File: config.mk
export PLATFORM = sky130hd
export DESIGN_NAME = uart_baud_gen_frac_flat
export DESIGN_NICKNAME = d
export VERILOG_FILES = /design/src/rtl/uart_pkg.sv /design/src/rtl/uart_baud_gen_frac_if.sv /design/src/rtl/uart_frac_tick.sv /design/src/rtl/uart_baud_gen_frac.sv /design/src/flat_wrapper.sv
export SDC_FILE = /design/constraint.sdc
export NUM_CORES = 1
export LEC_CHECK = 0
export BUFFER_PORTS_ARGS = -buffer_cell sky130_fd_sc_hd__buf_2
export CAP_MARGIN = 15
export CORE_MARGIN = 10
export CORE_UTILIZATION = 59
export DETAILED_ROUTE_END_ITERATION = 10
export GPL_ROUTABILITY_DRIVEN = 0
export PLACE_DENSITY = 0.85
export SYNTH_ARGS = -nofsm -noshare
export SYNTH_HDL_FRONTEND = slang
export SYNTH_SLANG_ARGS = --single-unit
File: constraint.sdc
create_clock -name clk -period 2.9 [get_ports clk]
set_input_delay 0.58 -clock clk [delete_from_list [all_inputs] [get_ports clk]]
set_output_delay 0.58 -clock clk [all_outputs]
set_load 0.005 [all_outputs]
File: src/rtl/uart_pkg.sv
// uart_pkg: shared defaults and elaboration helpers for the UART baud generator.
package uart_pkg;
  localparam int CNT_W_DEF  = 13;
  localparam int FRAC_W_DEF = 3;
  localparam int OVS_DEF    = 16;
  function automatic int clog2(input int v);
    int r = 0;
    for (int i = 0; i < 31; i++) if ((1 << i) < v) r = i + 1;
    return r;
  endfunction
  function automatic bit ovs_ok(input int v);
    return v >= 4 && v <= 16 && (v & (v - 1)) == 0;
  endfunction
  function automatic bit frac_ok(input int v);
    return v >= 1 && v <= 8;
  endfunction
endpackage

File: src/rtl/uart_baud_gen_frac_if.sv
// uart_baud_gen_frac_if: control in, tick/pulse out between register file, UART FSMs and generator.
interface uart_baud_gen_frac_if #(parameter int CNT_W = 13, parameter int FRAC_W = 3);
  logic              enable;
  logic [CNT_W-1:0]  baud_val;
  logic [FRAC_W-1:0] baud_frac;
  logic              rx_restart;
  logic              baud_tick;
  logic              xmit_pulse;
  logic              rx_sample;
  modport master (output enable, baud_val, baud_frac, rx_restart, input baud_tick, xmit_pulse, rx_sample);
  modport slave  (input enable, baud_val, baud_frac, rx_restart, output baud_tick, xmit_pulse, rx_sample);
endinterface

File: src/rtl/uart_frac_tick.sv
// uart_frac_tick: integer reload divider stretched by one cycle on fractional accumulator carry.
module uart_frac_tick
  import uart_pkg::*;
#(
  parameter int CNT_W  = CNT_W_DEF,
  parameter int FRAC_W = FRAC_W_DEF
) (
  input  logic              clk,
  input  logic              reset,
  input  logic              i_enable,
  input  logic [CNT_W-1:0]  i_baud_val,
  input  logic [FRAC_W-1:0] i_baud_frac,
  output logic              o_baud_tick
);
  logic [CNT_W-1:0]  r_baud_cntr;
  logic [FRAC_W-1:0] r_frac_acc;
  logic              r_stretch;
  logic              r_baud_tick;
  logic [FRAC_W:0]   w_sum;
  assign w_sum = {1'b0, r_frac_acc} + {1'b0, i_baud_frac};
  // a carry out of the accumulator holds the counter at zero for one extra cycle
  always_ff @(posedge clk) begin
    if (reset || !i_enable) begin
      r_baud_cntr <= '0;
      r_frac_acc  <= '0;
      r_stretch   <= 1'b0;
      r_baud_tick <= 1'b0;
    end else if (r_baud_cntr != '0) begin
      r_baud_cntr <= r_baud_cntr - 1'b1;
      r_baud_tick <= 1'b0;
    end else if (!r_stretch) begin
      r_baud_cntr              <= i_baud_val;
      {r_stretch, r_frac_acc}  <= w_sum;
      r_baud_tick              <= 1'b1;
    end else begin
      r_stretch   <= 1'b0;
      r_baud_tick <= 1'b0;
    end
  end
  assign o_baud_tick = r_baud_tick;
endmodule

File: src/rtl/uart_baud_gen_frac.sv
// uart_baud_gen_frac: fractional baud tick plus transmit bit pulse and restartable mid-bit receive sample.
module uart_baud_gen_frac
  import uart_pkg::*;
#(
  parameter int CNT_W  = CNT_W_DEF,
  parameter int FRAC_W = FRAC_W_DEF,
  parameter int OVS    = OVS_DEF
) (
  input logic                  clk,
  input logic                  reset,
  uart_baud_gen_frac_if.slave  baud_if
);
  localparam int OVS_W = clog2(OVS);
  localparam logic [OVS_W-1:0] LAST = OVS_W'(OVS - 1);
  localparam logic [OVS_W-1:0] MID  = OVS_W'(OVS / 2 - 1);
  if (!ovs_ok(OVS)) begin : g_bad_ovs
    $error("OVS must be a power of two in 4..16");
  end
  if (!frac_ok(FRAC_W)) begin : g_bad_frac
    $error("FRAC_W must be in 1..8");
  end
  logic             w_baud_tick;
  logic [OVS_W-1:0] r_xmit_cntr;
  logic [OVS_W-1:0] r_rx_phase;
  logic             r_rx_armed;
  uart_frac_tick #(.CNT_W(CNT_W), .FRAC_W(FRAC_W)) u_tick (
    .clk         (clk),
    .reset       (reset),
    .i_enable    (baud_if.enable),
    .i_baud_val  (baud_if.baud_val),
    .i_baud_frac (baud_if.baud_frac),
    .o_baud_tick (w_baud_tick)
  );
  // a restart coinciding with a tick swallows that tick so the phase starts from zero
  always_ff @(posedge clk) begin
    if (reset || !baud_if.enable) begin
      r_xmit_cntr <= '0;
      r_rx_phase  <= '0;
      r_rx_armed  <= 1'b0;
    end else begin
      if (w_baud_tick) r_xmit_cntr <= r_xmit_cntr + 1'b1;
      if (baud_if.rx_restart) begin
        r_rx_phase <= '0;
        r_rx_armed <= 1'b1;
      end else if (w_baud_tick) begin
        r_rx_phase <= r_rx_phase + 1'b1;
      end
    end
  end
  always_comb begin
    baud_if.baud_tick  = w_baud_tick;
    baud_if.xmit_pulse = w_baud_tick && r_xmit_cntr == LAST;
    baud_if.rx_sample  = w_baud_tick && r_rx_armed && !baud_if.rx_restart && r_rx_phase == MID;
  end
endmodule

File: src/flat_wrapper.sv
// flat-port wrapper written by rule: the top's interface ports become plain ports
module uart_baud_gen_frac_flat import uart_pkg::*;
#(
  parameter int CNT_W  = CNT_W_DEF,
  parameter int FRAC_W = FRAC_W_DEF,
  parameter int OVS    = OVS_DEF
)
  (clk, reset, baud_if_enable, baud_if_baud_val, baud_if_baud_frac, baud_if_rx_restart, baud_if_baud_tick, baud_if_xmit_pulse, baud_if_rx_sample);
  uart_baud_gen_frac_if #(.CNT_W(CNT_W), .FRAC_W(FRAC_W)) baud_if_i ();
  input logic clk;
  input logic reset;
  input wire logic [$bits(baud_if_i.enable)-1:0] baud_if_enable;
  input wire logic [$bits(baud_if_i.baud_val)-1:0] baud_if_baud_val;
  input wire logic [$bits(baud_if_i.baud_frac)-1:0] baud_if_baud_frac;
  input wire logic [$bits(baud_if_i.rx_restart)-1:0] baud_if_rx_restart;
  output wire logic [$bits(baud_if_i.baud_tick)-1:0] baud_if_baud_tick;
  output wire logic [$bits(baud_if_i.xmit_pulse)-1:0] baud_if_xmit_pulse;
  output wire logic [$bits(baud_if_i.rx_sample)-1:0] baud_if_rx_sample;
  assign baud_if_i.enable = baud_if_enable;
  assign baud_if_i.baud_val = baud_if_baud_val;
  assign baud_if_i.baud_frac = baud_if_baud_frac;
  assign baud_if_i.rx_restart = baud_if_rx_restart;
  assign baud_if_baud_tick = baud_if_i.baud_tick;
  assign baud_if_xmit_pulse = baud_if_i.xmit_pulse;
  assign baud_if_rx_sample = baud_if_i.rx_sample;
  uart_baud_gen_frac #(.CNT_W(CNT_W), .FRAC_W(FRAC_W), .OVS(OVS)) u_core (.clk(clk), .reset(reset), .baud_if(baud_if_i));
endmodule
# ---- Word-level counts from Yosys, hierarchy flattened
# Index checks and enable logic that the tools add are counted.
dict set report totals {
  regBits 27
  latch_bits 0
  mem_bits_rw 0
  mem_bits_ro 0
  inputBits 20
  output_inout_bits 3
  word_cells 31
  mem_count 0
}
dict set report classes {
  add_sub_neg 4
  multipliers 0
  div 0
  n_lt_le_gt_ge 0
  eq_ne 3
  n_shift 0
  n_mux 4
  bitwise_logic 2
  reduce_logical 11
}
# cell n
set ops {}
lappend ops {{2-to-1 mux 13 bit} 2}
lappend ops {{nonzero test 13 bit} 1}
lappend ops {{subtractor 13 x 1 -> 13 bit, second input constant} 1}
lappend ops {{adder 4 x 1 -> 4 bit, second input constant} 2}
lappend ops {{adder 3 x 3 -> 4 bit} 1}
lappend ops {{equality test 4 x 3 -> 1 bit, second input constant} 1}
lappend ops {{equality test 4 bit, second input constant} 1}
lappend ops {{logical AND 1 bit} 4}
lappend ops {{OR reduction 2 bit} 2}
lappend ops {{logical NOT 1 bit} 2}
lappend ops {{2-to-1 mux 1 bit} 2}
lappend ops {{inequality test 2 x 1 -> 1 bit, second input constant} 1}
lappend ops {{inverter 1 bit} 2}
lappend ops {{AND reduction 2 bit} 1}
lappend ops {{logical OR 1 bit} 1}

# ---- Longest topological paths before layout
dict set report depth {
  word_depth 3
  mapped_depth 7
  depth_no_buf 6
}

# ---- By module
# From an unflattened synthesis, not the netlist that was laid out.
dict set report hier_totals {
  hier_cells 169
  area_unflattened_um2 1500.2
}
# module instances cells_each area_per_inst_um2 seq_area_each_um2
set modules_own_cells {}
lappend modules_own_cells {uart_frac_tick 1 128 1069.8 360.3}
lappend modules_own_cells {uart_baud_gen_frac 1 41 430.4 180.2}

# ---- Worst setup path before layout
# No wires, ideal clock.
dict set report synth_path {
  path_kind {register to register}
  startpoint {reg u_core.u_tick.r_baud_cntr[0]}
  endpoint {reg u_core.u_tick.r_baud_cntr[1]}
  setup_ps 134
  t_arrival_ps 1422
  required_ps 2766
  setup_slack_ps 1344
  stages_incl_launch_ff 8
  path_buffers 1
  period_less_slack_ps 1556
  path_cell_list {dfxtp_1 inv_1 ha_1 nor4b_4 nand3_2 buf_2 a211oi_2 a211oi_1}
}
dict set report synth_between {
  elab_chain_cells 2
  elab_cells_between_ends 4
  cone_classes {1 x add/sub; 1 x eq/ne; 1 x mux; 1 x reduce/logical}
}
# item line_no
set synth_rtl {}
lappend synth_rtl {{start, declared} uart_frac_tick.sv:15} ;# logic [CNT_W-1:0] r_baud_cntr;
lappend synth_rtl {{start signal, assigned} uart_frac_tick.sv:29} ;# r_baud_cntr <= r_baud_cntr - 1'b1;
lappend synth_rtl {{start signal, assigned} uart_frac_tick.sv:32} ;# r_baud_cntr <= i_baud_val;
lappend synth_rtl {{subtractor 13 x 1 -> 13 bit / nonzero test 13 bit (equally long branches)} {uart_frac_tick.sv:29, uart_frac_tick.sv:28}}
lappend synth_rtl {{2-to-1 mux 13 bit / inequality test 2 x 1 -> 1 bit (equally long branches)} --}
# Several ways; a longest one is shown, not always the timed one.
# A chain may end at the register's enable or synchronous reset.

# ---- Final worst setup path
dict set report layout_path {
  startpoint {reg u_core.u_tick.r_baud_cntr[0]}
  endpoint {reg u_core.u_tick.r_baud_cntr[10]}
}
# The elaborated chain is that of the path after synthesis.

==> results.toml <==
[timing]
report.final.setup_viol = 0
skew_ps = 6.68
finalHoldViolations = 0
fin_setup_tns_ps = 0
tightest_slew_ps = 681
slew_viol_final = 0
slew_headroom = 0.543
max_clock_freq_ghz = 0.522
finalCriticalPeriod_ps = 1910
period_share = 0.660
rsz0062_at_grt = "no"

[floorplan]
num_rows = 17
core_um2 = 2250
start_util = 0.630
boundaryPins = 23
die_w_um = 69.1
dieArea_um2 = 4770
dieHeight_um = 69.1

[grt]
grt_antenna_before_repair = 0
grt_overflow = 0
grt_pass1_wl_um = 5490
grt_max_degree = 22
grt.total_usage = 0.131
grt_pass1_vias = 1212

[min_path]
worstHoldPathType = "in -> reg"
min-delay-start = "baud_if_baud_val[8]"

[synth]
netlist_instances = 147
ys_async_sr_fraction = 0
netlist_top_cells_area = "dfxtp_1 (38%), ha_1 (6.2%), xnor2_1 (4.9%)"
syn_avg_cell_area_um2 = 9.66
synth-edff-count = 0
synth_seq_cells = 27
synth_fp_nets = 175
synth_seq_area_share = 0.381
yosys_warnings = 0
synthFlopType = "dfxtp_1"
yosysTopAreaCell = "dfxtp_1"
synthDominantCellAreaShare = 0.381
synth.distinct_cells = 42
synthesis.area_um2 = 1420

[detailed_routing]
vias = 1156
ant_nets = 0
drtPass1Iterations = 4
wl_per_cell_um = 15.4
vias_per_cell = 5.87
dr.first_iter.drc_count = 54
drt-total-wl_um = 3040
remaining_drc_errors = 0

[clock_tree]
cts_resized = 0
cts-hold-fix-buffers = 0
clk_path_buf_depth = 2
cts_max_level = 1
cts-buffers-inserted = 3
path_clk_slew_ps = 150
cts_root_buf = "clkbuf_4"
cts_tree = "done"
clock_sinks = 27
post-cts-setup-buffers = 0
clk_latency_ps = 330

[finish]
drive_gt1_frac = 0.207
areaGrowthSynthToFinish_pct = 11.5
final_cell_mix = "dfxtp_1 (27), buf_2 (22), nor2_1 (14)"
multi_input_area_um2 = 837
nFillCells = 178
final_nets = 198
ff_latch_area_um2 = 541
final_common_cell = "dfxtp_1"
fin_cells = 197
antenna_cells = 0

[pwr]
powerDensity_nw_per_um2 = 877
ir_drop_mv = 0.640
p_leak_nw = 0.641

[critical_path]
worst-path-max-fanout = 15
critPathKind = "reg -> reg"
worstSetupStartpoint = "u_core.u_tick.r_baud_cntr[0]"
end_kind = "register"
critPathLaunchType = "register"
r2r-start = "u_core.u_tick.r_baud_cntr[0]"
critPathArrivalTime_ps = 2200
critPathRequiredTime_ps = 3180

[outcome]
status = "completed"

[place]
dp_hpwl_um = 2310
place_inst = 193
io_buffer_count = 22

[job]
cap_violations = 0
## critical path, stage by stage, from the launching register on
cell and delay (ps):
dfxtp_1 370, inv_1 110, ha_1 170, nor4b_4 270
nand3_2 340, nor3_4 410, a22o_1 210
## power by group
group	internal (W)	switching, W	leakage, nW
Clock	0.0000529	0.000115	0.0139
Combinational	0.000318	0.000356	0.407
Sequential	0.000438	0.000108	0.220
Total	0.000809	0.000579	0.641
## cell usage after synthesis (4+ instances only)
cell type  count
a211oi_1       5
a21oi_1        7
a22o_1         5
clkbuf_1       4
dfxtp_1       27
ha_1           7
inv_1          6
mux2i_1        4
nand2_1        9
nand3_1        4
nor2_1        14
nor3_1         5
xnor2_1        8
xor2_1         6
## cell type report
type,instances,area share
clock inverter,1,0.00474
multi-input combinational,109,0.529
sequential,27,0.342
inverter,6,0.0142
timing repair buffer,23,0.0743
tap,28,0.0221
clock buffer,3,0.0142
## per-stage QoR
stage | hold slack, ps | utilization | total power [W] | worst slack, ps | area, um^2
2_1_floorplan | 438 | - | 0.00109 | 1340 | 1420
3_3_place_gp | 461 | 0.689 | 0.00118 | 1090 | 1550
3_5_place_dp | 466 | 0.689 | 0.00122 | 1020 | 1550
4_1_cts | 443 | 0.702 | 0.00139 | 977 | 1580
5_1_grt | 432 | 0.702 | 0.00150 | 780 | 1580
6_report | 448 | 0.702 | 0.00139 | 985 | 1580
## worst paths after layout
kind                                         to  slack, ps  depth (start not counted)
setup / recovery  u_core.u_tick.r_baud_cntr[10]        990                          6
hold / removal     u_core.u_tick.r_baud_cntr[8]        450                          2
setup reg to reg  u_core.u_tick.r_baud_cntr[10]        990                          6
hold reg to reg               u_core.r_rx_armed        490                          2
## sequential cells by signal (all words and copies together), names as in the netlist
name,count
u_core.u_tick.o_baud_tick,1
u_core.u_tick.r_stretch,1
u_core.r_rx_phase,4
u_core.r_xmit_cntr,4
u_core.r_rx_armed,1
u_core.u_tick.r_baud_cntr,13
u_core.u_tick.r_frac_acc,3
## metal layers
| metal | part of all wire | track usage |
|---|---|---|
| met3 | 0.037 | 0.0414 |
| met5 | 0 | 0 |
| met4 | 0.013 | 0.0355 |
| met1 | 0.45 | 0.151 |
| met2 | 0.50 | 0.226 |
## kinds of logic (layout without fill, tap and decap cells)
group	count (synthesis)	in the layout	synth area share
compound gates	30	30	0.154
xor+xnor	14	14	0.0863
fa+ha+maj	8	8	0.0758
buf+inv	11	33	0.0299
flops	27	27	0.381
mux	4	4	0.0282
simple gates	53	53	0.245
Power figures use the tool's default switching activity.
